==> config.mk <==
export PLATFORM = sky130hd
export DESIGN_NAME = iob_dual_bus_arbiter
export DESIGN_NICKNAME = d
export VERILOG_FILES = /design/src/rtl/iob_dual_bus_arbiter.sv
export SDC_FILE = /design/constraint.sdc
export NUM_CORES = 1
export LEC_CHECK = 0
export ABC_AREA = 1
export CAP_MARGIN = 0
export CELL_PAD_IN_SITES_DETAIL_PLACEMENT = 1
export CELL_PAD_IN_SITES_GLOBAL_PLACEMENT = 1
export CORE_MARGIN = 2
export CORE_UTILIZATION = 25
export CTS_BUF_LIST = sky130_fd_sc_hd__clkbuf_2
export CTS_CLUSTER_SIZE = 8
export DETAILED_ROUTE_END_ITERATION = 8
export PLACE_DENSITY_LB_ADDON = 0.1
export SKIP_CTS_REPAIR_TIMING = 1
export SYNTH_ARGS = -nofsm -noshare
export SYNTH_HDL_FRONTEND = slang
export SYNTH_SLANG_ARGS = --single-unit
==> constraint.sdc <==
create_clock -name clk -period 3.1 [get_ports clk]
set_input_delay 0.465 -clock clk [delete_from_list [all_inputs] [get_ports clk]]
set_output_delay 0.465 -clock clk [all_outputs]
set_load 0.01 [all_outputs]
==> src/rtl/iob_dual_bus_arbiter.sv <==
// iob_dual_bus_arbiter
// Shares one native memory port between two masters (m0 = CPU instruction bus,
// m1 = CPU data bus). One transaction is granted at a time, using round-robin
// (PRIO_MODE=0) or fixed priority with m1 winning (PRIO_MODE=1). A watchdog
// completes a hung transaction with ERR_DATA and sets a sticky error flag.
//
// Ports:
//   clk, resetn            clock, asynchronous active-low reset
//   m0_* / m1_*            master request (valid/addr/wdata/wstrb) and response (rdata/ready)
//   s_valid/s_addr/...     latched request to the shared slave
//   s_rdata, s_ready       slave response
//   grant                  one-hot owner of the current transaction, 00 when idle
//   timeout_err, err_clr   sticky watchdog flag and its synchronous clear
module iob_dual_bus_arbiter #(
   parameter int unsigned       ADDR_W    = 32,
   parameter int unsigned       DATA_W    = 32,
   parameter int unsigned       TIMEOUT_W = 8,
   parameter int unsigned       PRIO_MODE = 0,
   parameter logic [DATA_W-1:0] ERR_DATA  = 32'hDEADBEEF
) (
   input  logic                  clk,
   input  logic                  resetn,
   input  logic                  m0_valid,
   input  logic [ADDR_W-1:0]     m0_addr,
   input  logic [DATA_W-1:0]     m0_wdata,
   input  logic [DATA_W/8-1:0]   m0_wstrb,
   output logic [DATA_W-1:0]     m0_rdata,
   output logic                  m0_ready,
   input  logic                  m1_valid,
   input  logic [ADDR_W-1:0]     m1_addr,
   input  logic [DATA_W-1:0]     m1_wdata,
   input  logic [DATA_W/8-1:0]   m1_wstrb,
   output logic [DATA_W-1:0]     m1_rdata,
   output logic                  m1_ready,
   output logic                  s_valid,
   output logic [ADDR_W-1:0]     s_addr,
   output logic [DATA_W-1:0]     s_wdata,
   output logic [DATA_W/8-1:0]   s_wstrb,
   input  logic [DATA_W-1:0]     s_rdata,
   input  logic                  s_ready,
   output logic [1:0]            grant,
   output logic                  timeout_err,
   input  logic                  err_clr
);

   localparam logic                 STATE_IDLE = 1'b0;
   localparam logic                 STATE_BUSY = 1'b1;
   localparam logic [TIMEOUT_W-1:0] CNT_MAX    = '1;

   logic                 state_q;
   logic [1:0]           grant_q;
   logic                 last_q;   // 1 = master 1 was granted last
   logic [TIMEOUT_W-1:0] cnt_q;
   logic                 err_q;
   logic [ADDR_W-1:0]    addr_q;
   logic [DATA_W-1:0]    wdata_q;
   logic [DATA_W/8-1:0]  wstrb_q;

   logic                 pick_m1;
   logic                 timeout_hit;
   logic                 done;
   logic [DATA_W-1:0]    resp_data;

   always_comb begin
      pick_m1 = 1'b0;
      if (m1_valid && !m0_valid) begin
         pick_m1 = 1'b1;
      end else if (m1_valid && m0_valid) begin
         pick_m1 = (PRIO_MODE == 1) ? 1'b1 : ~last_q;
      end
   end

   // A slave ready coinciding with the terminal count is a normal completion.
   assign timeout_hit = (state_q == STATE_BUSY) && !s_ready && (cnt_q == CNT_MAX);
   assign done        = (state_q == STATE_BUSY) && (s_ready || timeout_hit);
   assign resp_data   = s_ready ? s_rdata : ERR_DATA;

   assign m0_ready = done && grant_q[0];
   assign m1_ready = done && grant_q[1];
   assign m0_rdata = m0_ready ? resp_data : '0;
   assign m1_rdata = m1_ready ? resp_data : '0;

   assign s_valid     = (state_q == STATE_BUSY);
   assign s_addr      = addr_q;
   assign s_wdata     = wdata_q;
   assign s_wstrb     = wstrb_q;
   assign grant       = grant_q;
   assign timeout_err = err_q;

   always_ff @(posedge clk or negedge resetn) begin
      if (!resetn) begin
         state_q <= STATE_IDLE;
         grant_q <= 2'b00;
         last_q  <= 1'b1;
         cnt_q   <= '0;
         addr_q  <= '0;
         wdata_q <= '0;
         wstrb_q <= '0;
      end else begin
         case (state_q)
            STATE_IDLE: begin
               if (m0_valid || m1_valid) begin
                  state_q <= STATE_BUSY;
                  grant_q <= pick_m1 ? 2'b10 : 2'b01;
                  addr_q  <= pick_m1 ? m1_addr  : m0_addr;
                  wdata_q <= pick_m1 ? m1_wdata : m0_wdata;
                  wstrb_q <= pick_m1 ? m1_wstrb : m0_wstrb;
                  cnt_q   <= '0;
               end
            end
            default: begin
               if (done) begin
                  state_q <= STATE_IDLE;
                  grant_q <= 2'b00;
                  last_q  <= grant_q[1];
                  cnt_q   <= '0;
               end else if (cnt_q != CNT_MAX) begin
                  cnt_q <= cnt_q + TIMEOUT_W'(1);
               end
            end
         endcase
      end
   end

   // Set wins over a simultaneous clear.
   always_ff @(posedge clk or negedge resetn) begin
      if (!resetn) begin
         err_q <= 1'b0;
      end else if (timeout_hit) begin
         err_q <= 1'b1;
      end else if (err_clr) begin
         err_q <= 1'b0;
      end
   end

endmodule

# Yosys cells after proc, flatten, opt, wreduce, memory -nomap -nowiden

Cells that the tools add are included.

Register bits after elaboration: 81
Bits of input ports: 174
Output and inout port bits: 138
Word-level logic and storage cells: 53

Add/subtract/negate cells: 1
Equality and inequality tests: 4
Mux-type cells: 21
Bitwise logic cells: 2
Reductions and logical operators: 17

Operators with widths:

| operator                                                        | number |
|---|---|
| 32-bit 2-to-1 mux                                               | 5 |
| 8-bit 2-to-1 mux                                                | 4 |
| 8-bit by 1-bit adder with 8-bit output, second input constant   | 1 |
| 8-bit equality test, second input constant                      | 1 |
| 2-bit 2-to-1 mux                                                | 4 |
| 8-bit != test, second input constant                            | 1 |
| 2-bit AND reduction                                             | 4 |
| 1-bit logical AND                                               | 7 |
| 1-bit 2-to-1 mux                                                | 7 |
| 4-bit 2-to-1 mux                                                | 1 |
| 2-bit nonzero test                                              | 2 |
| 3-bit by 1-bit != test with 1-bit output, second input constant | 1 |
| 1-bit logical NOT                                               | 2 |
| 1-bit logical OR                                                | 2 |
| 2-bit by 1-bit != test with 1-bit output, second input constant | 1 |
| 1-bit NOT                                                       | 2 |

# Depth between registers and ports, before layout

Gate-level depths: netlist of the first run.

Depth after elaboration: 7
Gate-level depth with buffers: 8
Mapped depth without buffers: 8

# Worst setup path after synthesis of the first run

OpenSTA, ideal clock, no wires.

Path type: flip-flop to output port
From: register cnt_q[0]
To: output m1_rdata[19]
Arrival time: 1.447 ns
Required time: 2.635 ns
Path slack: 1.188 ns
Cell stages (with the launch flop): 9
Path buffers: 1
Path through: dfrtp_1 ha_1 nand2_1 nor2_2 nand3_2 nand2_4 nand3_4 buf_6 nor2_1

Cells in the longest elaborated chain, start to end: 6

Ends and longest elaborated chain:

| element                  | line | text |
|---|---|---|
| start: declaration       | 53   | `logic [TIMEOUT_W-1:0] cnt_q;` |
| start signal: assignment | 118  | `cnt_q <= cnt_q + TIMEOUT_W'(1);` |
| 8-bit equality test      | 74   | `assign timeout_hit = (state_q == STATE_BUSY) && !s_ready && (cnt_q == CNT_MAX);` |
| 1-bit logical AND        | 74   |  |
| 1-bit logical OR         | 75   | `assign done = (state_q == STATE_BUSY) && (s_ready \|\| timeout_hit);` |
| 1-bit logical AND        | 75   |  |
| 1-bit logical AND        | 79   | `assign m1_ready = done && grant_q[1];` |
| 32-bit 2-to-1 mux        | 81   | `assign m1_rdata = m1_ready ? resp_data : '0;` |
| end: declaration         | 33   | `output logic [DATA_W-1:0] m1_rdata,` |

No other way between the ends.

# Worst setup path in the final report of the first run

From: register cnt_q[0]
To: output m0_ready

Cells in the longest elaborated chain, start to end: 5

Ends and longest elaborated chain:

| element             | line | text |
|---|---|---|
| 8-bit equality test | 74   |  |
| 1-bit logical AND   | 74   |  |
| 1-bit logical OR    | 75   |  |
| 1-bit logical AND   | 75   |  |
| 1-bit logical AND   | 78   | `assign m0_ready = done && grant_q[0];` |
| end: declaration    | 28   | `output logic m0_ready,` |

No other way between the ends.

==> results of run 1 <==
==> stage by stage <==
step	instances	power (mW)	worst slack (ns)	cell area [µm²]	utilization (%)
final	1109	4.652	0.04632	7871	47.98
after global routing	1109	4.969	-0.1222	7871	47.98
after CTS	1091	4.666	-0.3280	7557	46.06
after detailed placement	1075	4.080	0.2348	7458	45.46
after global placement	1075	4.008	0.3424	7458	45.46
after floorplan	568	2.600	1.188	4151	-
==> logic make-up after synthesis <==
kind of cell	Yosys count	share of synthesized area, %
AO/OA/AOI/OAI	7	1.145
XOR/XNOR	3	0.6330
adder cells (fa/ha/maj)	1	0.3013
buffers and inverters	65	7.143
flip-flops	81	48.85
AND/OR/NAND/NOR	411	41.92
==> worst max path at each step <==
stage | from | to | slack, ns
floorplan | cnt_q[0] | m1_rdata[19] | 1.19
global placement | s_ready | m0_rdata[18] | 0.34
detailed placement | s_ready | m0_rdata[6] | 0.23
CTS | cnt_q[0] | m0_rdata[6] | -0.33
global route | cnt_q[1] | m0_ready | -0.12
finish | cnt_q[0] | m0_ready | 0.05
==> registers in the layout, indices dropped and copies added, names as in the netlist <==
signal / count
s_wdata: 32
s_addr: 32
last_q: 1
s_wstrb: 4
grant: 2
cnt_q: 8
s_valid: 1
timeout_err: 1
==> metal layers <==
metal  GRT usage, %  up-vias
li1               -     2417
met1          21.48     2422
met2          36.99      223
met3          6.820       46
met4          9.558        0
met5              0        -
==> cell type report <==
class,instances,area (µm²),area share (%)
Clock buffer,10,50.05,0.6358
Timing Repair Buffer,334,3436,43.65
Multi-Input combinational cell,425,1909,24.26
Sequential cell,81,2029,25.78
Antenna cell,1,2.502,0.03179
Inverter,32,120.1,1.526
Tap cell,220,275.3,3.497
Clock inverter,6,48.80,0.6199
==> cell usage after synthesis, types with 2 or more instances <==
| library cell | instances |
|---|---|
| buf_1 | 2 |
| buf_2 | 6 |
| buf_4 | 2 |
| buf_6 | 5 |
| clkbuf_1 | 18 |
| dfrtp_1 | 80 |
| inv_1 | 26 |
| inv_2 | 6 |
| nand2_1 | 229 |
| nand3_1 | 76 |
| nand3_4 | 2 |
| nand4_1 | 18 |
| nor2_1 | 79 |
| nor2_2 | 3 |
| o21ai_0 | 5 |
| xor2_1 | 2 |
==> power groups by stage <==
stage          Sequential, mW  Combinational, mW  Clock [mW]
2_1_floorplan            1.87              0.729           0
3_3_place_gp             1.70               2.30           0
3_5_place_dp             1.72               2.35           0
4_1_cts                  1.71               2.36       0.589
5_1_grt                  1.78               2.57       0.625
6_report                 1.72               2.37       0.561
==> flow_results.org, run 1 <==
** Run status
- The flow ran to the end, and the final reports show no timing, DRC or antenna violations.

** Setup path
- Reg-to-reg endpoint :: s_wdata[20]
- Bufs and invs on worst path :: 3
- In this run the worst path has a maximum fanout of 16.
- Cell chain of the critical path :: ha_2 > nand2_1 > nor2_4 > nand3_2 > nand2_4 > nand3_4 > buf_8 > inv_2 > clkdlybuf4s50_1
- Length in cells of the worst reg-to-reg path :: 7
- FF-to-FF Start :: last_q
- Crit path launch type :: flip-flop
- Slowest stage cell, crit path :: clkdlybuf4s50_1
- Required arrival time at the worst endpoint :: 2.63 ns
- Slack of the worst reg-to-reg path :: 1.32 ns
- STA classifies the critical path endpoint as an output pin.
- Logic depth of the worst setup path including buffers :: 9
- Worst endpoint data arrival time :: 2.59 ns
- On the critical path the largest part of the delay comes from buffers and inverters.
- The critical path in this run is classified as reg2out.
- The largest single stage delay on the critical path is 0.53 ns.

** Clock tree
- Level count of the clock H-tree :: 3
- Clock slew at reported path FFs :: 0.22 ns
- The clock drives 81 sinks.
- No sink is reached through more buffers than the 2 on the longest clock path.
- In this run, CTS created clock tree buffers numbering 9.
- Clock latency on the worst-skew pair :: 0.57 ns
- Library cell used as clock root buffer :: clkbuf_2
- TritonCTS built the clock tree.

** Global routing
- Vias in the first global route :: 5313
- In the global route stage, overall resource usage came out at 20.50%.
- The first global-routing pass estimated 28.57 mm of wire.
- Initial antenna violation count :: 1
- Maximum number of pins on one net before global-route repair :: 82
- Global route total overflow :: 0

** Yosys
- During synthesis, Yosys emitted a total of 0 warnings.
- Among all flip-flop cells after synthesis, the most frequent one is dfrtp_1.
- Average instance area after synthesis :: 7.309 µm²
- Net count after synthesis :: 743
- Register bit total from synthesis :: 81
- Distinct cell type count of the synthesized netlist :: 25
- Yosys mapped a number of flops with a built-in enable equal to 0.
- Async SR Flop Fraction :: 100.0%
- Post-synthesis cell count :: 568
- The top cell type by area accounts for 48.22% of the synthesized area.
- In this run the cell area of the synthesized design comes to 4151 µm².
- Most area-consuming cells after synthesis :: dfrtp_1, nand2_1, nand3_1
- Sequential elements use 48.85% of the synthesized area.
- Yosys top cell by area :: dfrtp_1

** Finish
- Number of fill cells :: 1963
- Leading cell types in the layout, fill and taps excluded :: clkdlybuf4s50_1, nand2_1, dfrtp_1
- Relative to the synthesized area, the layout overhead comes to 89.60%.
- Share of post-route cells with drive strength above 1 :: 7.095%
- Layout net count :: 1058
- Leading cell type in the layout, fill and taps excluded :: clkdlybuf4s50_1

** Detailed routing
- Routed wire per std cell :: 17.46 µm
- The first TritonRoute pass finished after 4 iterations.
- The routed design uses 1.666 mm of met3 wire.
- The first routing iteration left 127 violations.
- After detailed routing, the wire length on met1 is 7.331 mm.
- Routed signal wires occupy layers up through met4.
- The routed layout has 5108 vias.
- The count of nets left with antenna violations once routing finished came out at 0.
- After detailed routing, the number of remaining DRC violations is 0.
- Met2 wire length :: 9.541 mm
- Number of vias per cell :: 4.606
- Wires add up to 19.36 mm.

** Place
- Buffers placed on the I/O ports in this run total 311.
- At the end of routability-driven placement, the weighted congestion stood at 0.8346.
- HPWL Detailed :: 13.94 mm

** Floorplan
- Std-Cell Rows :: 47
- In this run the vertical extent of the chip is 132.9 µm.
- DIE AREA :: 17650 µm²
- The total area inside the core boundary comes to 16410 µm².
- Die Width :: 132.9 µm
- Effective utilization at floorplan :: 25.30%
- Top-level port count :: 312

** Timing
- Static timing analysis puts the maximum clock frequency at 327.5 MHz.
- Of the available clock period, the critical path in the final layout requires 98.51%.
- Unrepaired setup endpoints after global routing :: yes
- Measured against its own limit, the worst slew margin works out to 26.60%.
- Transition time at the pin with the least slew margin :: 1.101 ns
- The worst path in the final design needs a cycle of 3.054 ns, including I/O delays and setup.
- Across the routed clock network, the largest skew measured is 0.02755 ns.
- Setup-failing EPs final :: 0
- Hold timing on the final database bottoms out at a slack of 0.03390 ns.
- Final Max Tran Viols :: 0
- Adding up every negative setup slack in the final design gives 0 ns.
- Fin. Hold Viols :: 0

** Pwr
- Fraction of power spent switching nets :: 37.92%
- Clock power share :: 12.1%
- Total internal power :: 2.888 mW
- Total net switching power :: 1.764 mW
- Power spread over the standard cell area amounts to 590.9 nW/µm².
- Leakage power figure :: 4.325 nW
- Sequential cells burn 36.9% of the power.
- Proportion of power drawn by combinational gates :: 51.0%
- The worst-case IR drop observed on VDD is 306.6 µV.

** Worst hold path
- Hold crit path type :: in2async

** Job
- Max-cap viol count :: 0
Power figures use the tool's default switching activity.
==> inputs of run 2 (changes only) <==
Settings changed: SLEW_MARGIN set to 20.
==> run 2 against run 1 <==
Critical endpoint unchanged. Global-route usage unchanged. Design area up 0.17%. Clock-buffer cell count did not move. Core utilization rose by 0.084 points. Via count grew 0.16%. Critical path type unchanged. Final cell count about the same. Setup slack lost 0.00062 ns. Register-to-register slack hardly changed. Clock power about the same. Sequential power about the same. Non-clock buffer count rose by 1. Clock skew down 0.00079 ns.
==> flow_results.org, run 2 (synthesis results as in run 1) <==
** Global routing
- Initial antenna violation count :: 1 (unchanged)
- Overall global routing resource usage :: 20.50% (unchanged)
- Vias in the first global route :: 5313 (unchanged)
- Global route total overflow :: 0 (unchanged)
- Global-route wire length before repair :: 28.57 mm (unchanged)
- The pin count of the biggest net entering global routing was 82 (unchanged).

** Place
- Routability cong. :: 0.8346 (unchanged)
- Count of placed standard cells including taps :: 1075 (unchanged)
- The pre-CTS setup slack was 0.2348 ns (unchanged).
- The sum of net half-perimeters after detailed placement was 13.94 mm (unchanged).
- The count of input and output buffers is 311 (unchanged).

** Setup path
- The critical register-to-register path startpoint was last_q (unchanged).
- The type of destination of the critical path was an output pin (unchanged).
- The reg2reg setup slack came to 1.32 ns (about the same).
- The kind of critical path is reg2out (unchanged).
- Worst endpoint data arrival time :: 2.59 ns (about the same)
- Length in cells of the worst reg-to-reg path :: 7 (unchanged)
- The worst endpoint required time was 2.63 ns (about the same).
- Maximum fanout along the worst path :: 16 (unchanged)
- The capture instance of the worst register-to-register path is s_wdata[20] (unchanged).
- The critical path startpoint is cnt_q[0] (unchanged).
- Crit path launch type :: flip-flop (unchanged)
- Worst setup path endpoint :: m0_ready (unchanged)

** Floorplan
- Die Width :: 132.9 µm (unchanged)
- The overall die height was 132.9 µm (unchanged).
- The overall die area came to 17650 µm² (unchanged).
- The starting density of the core is 25.30% (unchanged).
- Std-Cell Rows :: 47 (unchanged)
- Top-level port count :: 312 (unchanged)
- Core region area :: 16410 µm² (unchanged)

** Pwr
- VDD IR max :: 304.8 µV (was 306.6 µV)
- The static leakage came to 4.331 nW (was 4.325 nW).
- Proportion of power drawn by combinational gates :: 51.1% (was 51.0%)
- Clock power share :: 12.1% (about the same)
- Part of the total power dissipated in sequential elements :: 36.9% (about the same)
- The design internal power was 2.889 mW (was 2.888 mW).
- The proportion of total power due to net switching came to 37.96% (was 37.92%).
- The power per cell area is 590.6 nW/µm² (was 590.9 nW/µm²).
- Total net switching power :: 1.768 mW (was 1.764 mW)

** Detailed routing
- The final routed DRC violation total came to 0 (unchanged).
- The first-pass iteration count of the detailed router was 4 (unchanged).
- Antenna Nets Post-Route :: 0 (unchanged)
- Number of vias per cell :: 4.609 (was 4.606)
- Iteration-0 DRC Markers :: 125 (was 127)
- The total number of vias is 5116 (was 5108).
- The wire length per cell after detailed routing is 17.44 µm (was 17.46 µm).
- Routed Wire Length :: 19.36 mm (about the same)

** Timing
- The clock tree skew after final layout is 0.02676 ns (was 0.02755 ns).
- The final count of pins violating max slew is 0 (unchanged).
- The final setup violation count came to 0 (unchanged).
- The final worst-path setup slack came to 0.04570 ns (was 0.04632 ns).
- The headroom to the max-slew limit was 46.53% (was 26.60%).
- Unrepaired setup endpoints after global routing: yes (unchanged).
- The measured slew at the worst slew-check pin is 0.8020 ns (was 1.101 ns).
- Time the final worst path needs with I/O delays and setup :: 3.054 ns (about the same)
- Max Freq :: 327.4 MHz (was 327.5 MHz)
- The number of failing hold endpoints at the final stage was 0 (unchanged).
- Post-route fraction of the period consumed by the critical path :: 98.53% (was 98.51%)

** Finish
- Layout net count :: 1059 (was 1058)
- The share of final-layout standard cells stronger than drive strength 1 came to 7.087% (was 7.095%).
- The layout overhead on the synthesized area is 89.93% (was 89.60%).
- The count of placed standard cells in the final layout, fillers left out was 1110 (was 1109).
- Leading cell types in the layout, fill and taps excluded :: clkdlybuf4s50_1, nand2_1, dfrtp_1 (unchanged)
- Leading cell type in the layout, fill and taps excluded :: clkdlybuf4s50_1 (unchanged)

** Clock tree
- CTS Sinks :: 81 (unchanged)
- Library cell used as clock root buffer :: clkbuf_2 (unchanged)
- Number of buffers added by the clock tree synthesis step :: 9 (unchanged)
- TritonCTS clock tree :: built (unchanged)
- Level count of the clock H-tree :: 3 (unchanged)
- The buffer depth of the longest clock path came to 2 (unchanged).
- Clock slew at reported path FFs :: 0.24 ns (was 0.22 ns)
- Clock latency on the worst-skew pair :: 0.58 ns (was 0.57 ns)

** Run status
- Status: finished clean (unchanged).

** Worst hold path
- Worst hold stages :: 3
- Hold crit path type :: in2reg (was in2async)

** Job
- Max-cap viol count :: 0 (unchanged)
run 2: changes by cell type in the layout (fill, tap and decap cells not counted):
| cell | delta |
|---|---|
| buf_6 | +1 |
| buf_4 | -1 |
| dlygate4sd3_1 | +1 |
run 2: per-layer routing:
metal  vias to the layer above  routed length [µm]  global-route usage [%]
met5                         -                   0                       0
li1                       2419                   -                       -
met3                        46                1669                   6.820
met2                       223                9543                   36.99
met1                      2428                7320                   21.48
met4                         0                 823                   9.558
run 2: per-stage QoR:
stage          hold slack, ns  util [%]  instance area [µm²]  total power [mW]  setup TNS [ns]
5_1_grt                0.3666     48.06                 7885             4.971         -0.2159
3_5_place_dp           0.4674     45.46                 7458             4.080               0
6_report               0.4108     48.06                 7885             4.657               0
4_1_cts               0.06367     46.06                 7557             4.666          -11.24
2_1_floorplan          0.1694         -                 4151             2.600               0
3_3_place_gp           0.4771     45.46                 7458             4.008               0
run 2: area by class of cell:
class,instances,area (µm²)
fill,1962,8522
clock buffer,10,50.05
antenna,1,2.502
clock inverter,6,48.80
tap,220,275.3
multi-input combinational,425,1909
inverter,32,120.1
sequential,81,2029
timing repair buffer,335,3450
run 2: power groups by stage:
| stage | logic [mW] | clock network, mW | registers [mW] |
|---|---|---|---|
| global route | 2.57 | 0.625 | 1.78 |
| detailed placement | 2.35 | 0 | 1.72 |
| CTS | 2.36 | 0.589 | 1.71 |
| global placement | 2.30 | 0 | 1.70 |
| finish | 2.38 | 0.562 | 1.72 |
| floorplan | 0.729 | 0 | 1.87 |
run 2: worst max-delay path, cell delays in order, from the launching register on:
cell	delay [ns]
dfrtp_2	0.45
ha_2	0.21
nand2_1	0.09
nor2_4	0.14
nand3_2	0.12
nand2_4	0.13
nand3_4	0.12
buf_8	0.19
inv_2	0.05
clkdlybuf4s50_1	0.53
run 2: how the worst min path moves through the flow:
stage / startpoint / to / slack [ns]
after global routing: m0_wdata[4] / s_wdata[4] / 0.37
after CTS: resetn / s_wdata[1] / 0.06
after detailed placement: last_q / last_q / 0.47
after global placement: s_addr[30] / s_addr[30] / 0.48
after floorplan: resetn / cnt_q[0] / 0.17
final: m0_wdata[4] / s_wdata[4] / 0.41
==> inputs of run 3 (changes only) <==
Settings changed: CORE_ASPECT_RATIO set to 0.7, SETUP_SLACK_MARGIN set to 0.5.
==> run 3 against run 2 <==
Core utilization up 1.1 points. Final cell count is 2.2% higher. First-iteration DRC count grew 140%. Register-to-register slack is essentially flat. Power rose by 2.9%. Clock-buffer cell count stayed put. Worst hold slack got worse by 0.0052 ns. Critical path type unchanged. Critical endpoint is now m0_rdata[12].
==> flow_results.org, run 3 (synthesis results as in run 1) <==
** Global routing
- The busiest layer in global routing is met2 (unchanged).
- Global-route wire length before repair :: 28.13 mm (was 28.57 mm)
- The number of global-route vias before repair came to 5379 (was 5313).
- The fraction of met1 tracks used by global routing is 23.35% (was 21.48%).
- The met2 track demand over resource came to 35.94% (was 36.99%).
- The all-layer global routing usage was 20.52% (was 20.50%).
- The initial antenna violation count is 0 (was 1).
- Met3 global-route usage :: 8.097% (was 6.820%)
- Maximum number of pins on one net before global-route repair :: 43 (was 82)
- Global route total overflow :: 0 (unchanged)

** Finish
- Count of placed standard cells in the final layout, fillers left out :: 1134 (was 1110)
- The number of nets in the finished design was 1080 (was 1059).
- The share of final-layout standard cells stronger than drive strength 1 is 18.81% (was 7.087%).
- The cell area after layout was 8005 µm² (was 7885 µm²).
- Number of fill cells :: 2015 (was 1962)
- The antenna diode instance count came to 0 (was 1).
- Leading cell types in the layout, fill and taps excluded: clkdlybuf4s50_1, nand2_1, nand3_1, dfrtp_1, clkbuf_2 (was clkdlybuf4s50_1, nand2_1, dfrtp_1).
- Leading cell type in the layout, fill and taps excluded :: clkdlybuf4s50_1 (unchanged)
- Synthesis-to-layout area growth :: 92.83% (was 89.93%)

** Job
- The count of max-cap constraint violations is 0 (unchanged).

** Detailed routing
- The antenna violation net count after detailed routing is 0 (unchanged).
- Router iterations before antenna repair :: 5 (was 4)
- The wire length per cell after detailed routing was 17.82 µm (was 17.44 µm).
- The initial DRC count was 300 (was 125).
- Number of vias per cell :: 4.622 (was 4.609)
- Total via count in the routed design :: 5241 (was 5116)
- The detailed-route wire length came to 20.21 mm (was 19.36 mm).
- DRC violation count after routing :: 0 (unchanged)

** Place
- Area of placed instances :: 7455 µm² (was 7458 µm²)
- The pre-CTS setup slack came to 0.3072 ns (was 0.2348 ns).
- Routability cong. :: 0.8118 (was 0.8346)
- Input/output buffers :: 311 (unchanged)
- HPWL Detailed :: 14.17 mm (was 13.94 mm)
- The number of placed cells counting well taps is 1082 (was 1075).

** Floorplan
- The overall die area is 17670 µm² (was 17650 µm²).
- The count of boundary I/O pins was 312 (unchanged).
- Core region area :: 16300 µm² (was 16410 µm²)
- Overall die height :: 111.8 µm (was 132.9 µm)
- The starting density of the core came to 25.47% (was 25.30%).
- The floorplan row count is 39 (was 47).
- Die Width :: 158.0 µm (was 132.9 µm)

** Clock tree
- Library cell used as clock root buffer :: clkbuf_2 (unchanged)
- Number of buffers added by the clock tree synthesis step :: 9 (unchanged)
- The clock-pin transition on the worst setup and hold timing paths was 0.23 ns (was 0.24 ns).
- The buffer depth of the longest clock path came to 2 (unchanged).
- Clock latency on the worst-skew pair :: 0.55 ns (was 0.58 ns)
- CTS Sinks :: 81 (unchanged)
- The CTS tree is built (unchanged).
- The number of H-tree levels was 3 (unchanged).

** Pwr
- The worst IR drop on VDD came to 305.6 µV (was 304.8 µV).
- The power per cell area came to 598.4 nW/µm² (was 590.6 nW/µm²).
- Leakage power figure :: 3.683 nW (was 4.331 nW)

** Timing
- Time the final worst path needs with I/O delays and setup :: 2.832 ns (was 3.054 ns)
- The aggregate negative setup slack is 0 ns (unchanged).
- Post-route fraction of the period consumed by the critical path :: 91.34% (was 98.53%)
- Unrepaired setup endpoints after global routing: yes (unchanged).
- The number of failing hold endpoints at the final stage is 0 (unchanged).
- The clock tree skew after final layout is 0.01313 ns (was 0.02676 ns).
- The final count of pins violating max slew is 0 (unchanged).
- Worst Setup Slack, final :: 0.2683 ns (was 0.04570 ns)
- Rel. slew slack :: 63.45% (was 46.53%)
- The final setup violation count was 0 (unchanged).
- The measured slew at the worst slew-check pin was 0.5482 ns (was 0.8020 ns).
- The achievable clock frequency came to 353.1 MHz (was 327.4 MHz).

** Setup path
- The data arrival time at the worst-slack endpoint came to 2.37 ns (was 2.59 ns).
- The largest fanout on the critical path was 6 (was 16).
- Kind of critical path :: reg2out (unchanged)
- Endpoint class of the critical path :: output pin (unchanged)
- The category of the worst setup path launch point was a flip-flop (unchanged).
- The worst endpoint required time came to 2.63 ns (about the same).

** Run status
- Status :: finished clean (unchanged)

** Worst hold path
- The worst hold path class is in2async (was in2reg).
[run 3: final cells by class]
| type | instances | area [µm²] | share of cell area, % |
|---|---|---|---|
| repair buffers | 352 | 3312 | 41.37 |
| multi-input cells | 429 | 2146 | 26.81 |
| flip-flops and latches | 81 | 2038 | 25.46 |
| well taps | 225 | 281.5 | 3.517 |
| inverters | 32 | 120.1 | 1.500 |
| clock inverters | 5 | 57.56 | 0.7190 |
| clock buffers | 10 | 50.05 | 0.6252 |
[run 3: critical path: stages, from the launching register on]
cell and delay, ns:
dfrtp_1 0.48, ha_4 0.19, nand2_4 0.06, nor2_4 0.16
nand3_4 0.13, buf_4 0.19, nand2_8 0.07, buf_4 0.12
nand3_4 0.12, nor2_1 0.15, clkbuf_2 0.16
[run 3: stage by stage]
step | hold WS [ns] | util (%) | power, mW
2_1_floorplan | 0.1694 | - | 2.600
3_3_place_gp | 0.4659 | 45.74 | 3.999
3_5_place_dp | 0.4581 | 45.74 | 4.071
4_1_cts | -0.2139 | 46.40 | 4.677
5_1_grt | 0.3233 | 49.12 | 5.125
6_report | 0.4056 | 49.12 | 4.790
[run 3: per-layer routing]
layer | share of wire, % | up-vias
met2 | 49 | 180
met4 | 2.5 | 0
li1 | - | 2463
met5 | 0 | -
met3 | 7.7 | 40
met1 | 40 | 2558
[run 3: power by group]
| part | leakage, nW | internal [mW] | total [mW] | switching, mW |
|---|---|---|---|---|
| clock | 0.0600 | 0.182 | 0.577 | 0.394 |
| sequential | 0.993 | 1.46 | 1.73 | 0.270 |
| combinational | 2.63 | 1.30 | 2.49 | 1.19 |
| total | 3.68 | 2.94 | 4.79 | 1.85 |
[run 3: path summary, 6_finish.rpt]
kind	from	endpoint	slack [ns]	depth (start not counted)
max in group asynchronous	resetn	last_q	1.89	3
max reg2reg	cnt_q[1]	last_q	1.33	10
min	resetn	s_addr[22]	0.41	2
min reg2reg	last_q	last_q	0.51	2
max	cnt_q[1]	m0_rdata[12]	0.27	10
min in group clk	m0_addr[24]	s_addr[24]	0.43	3
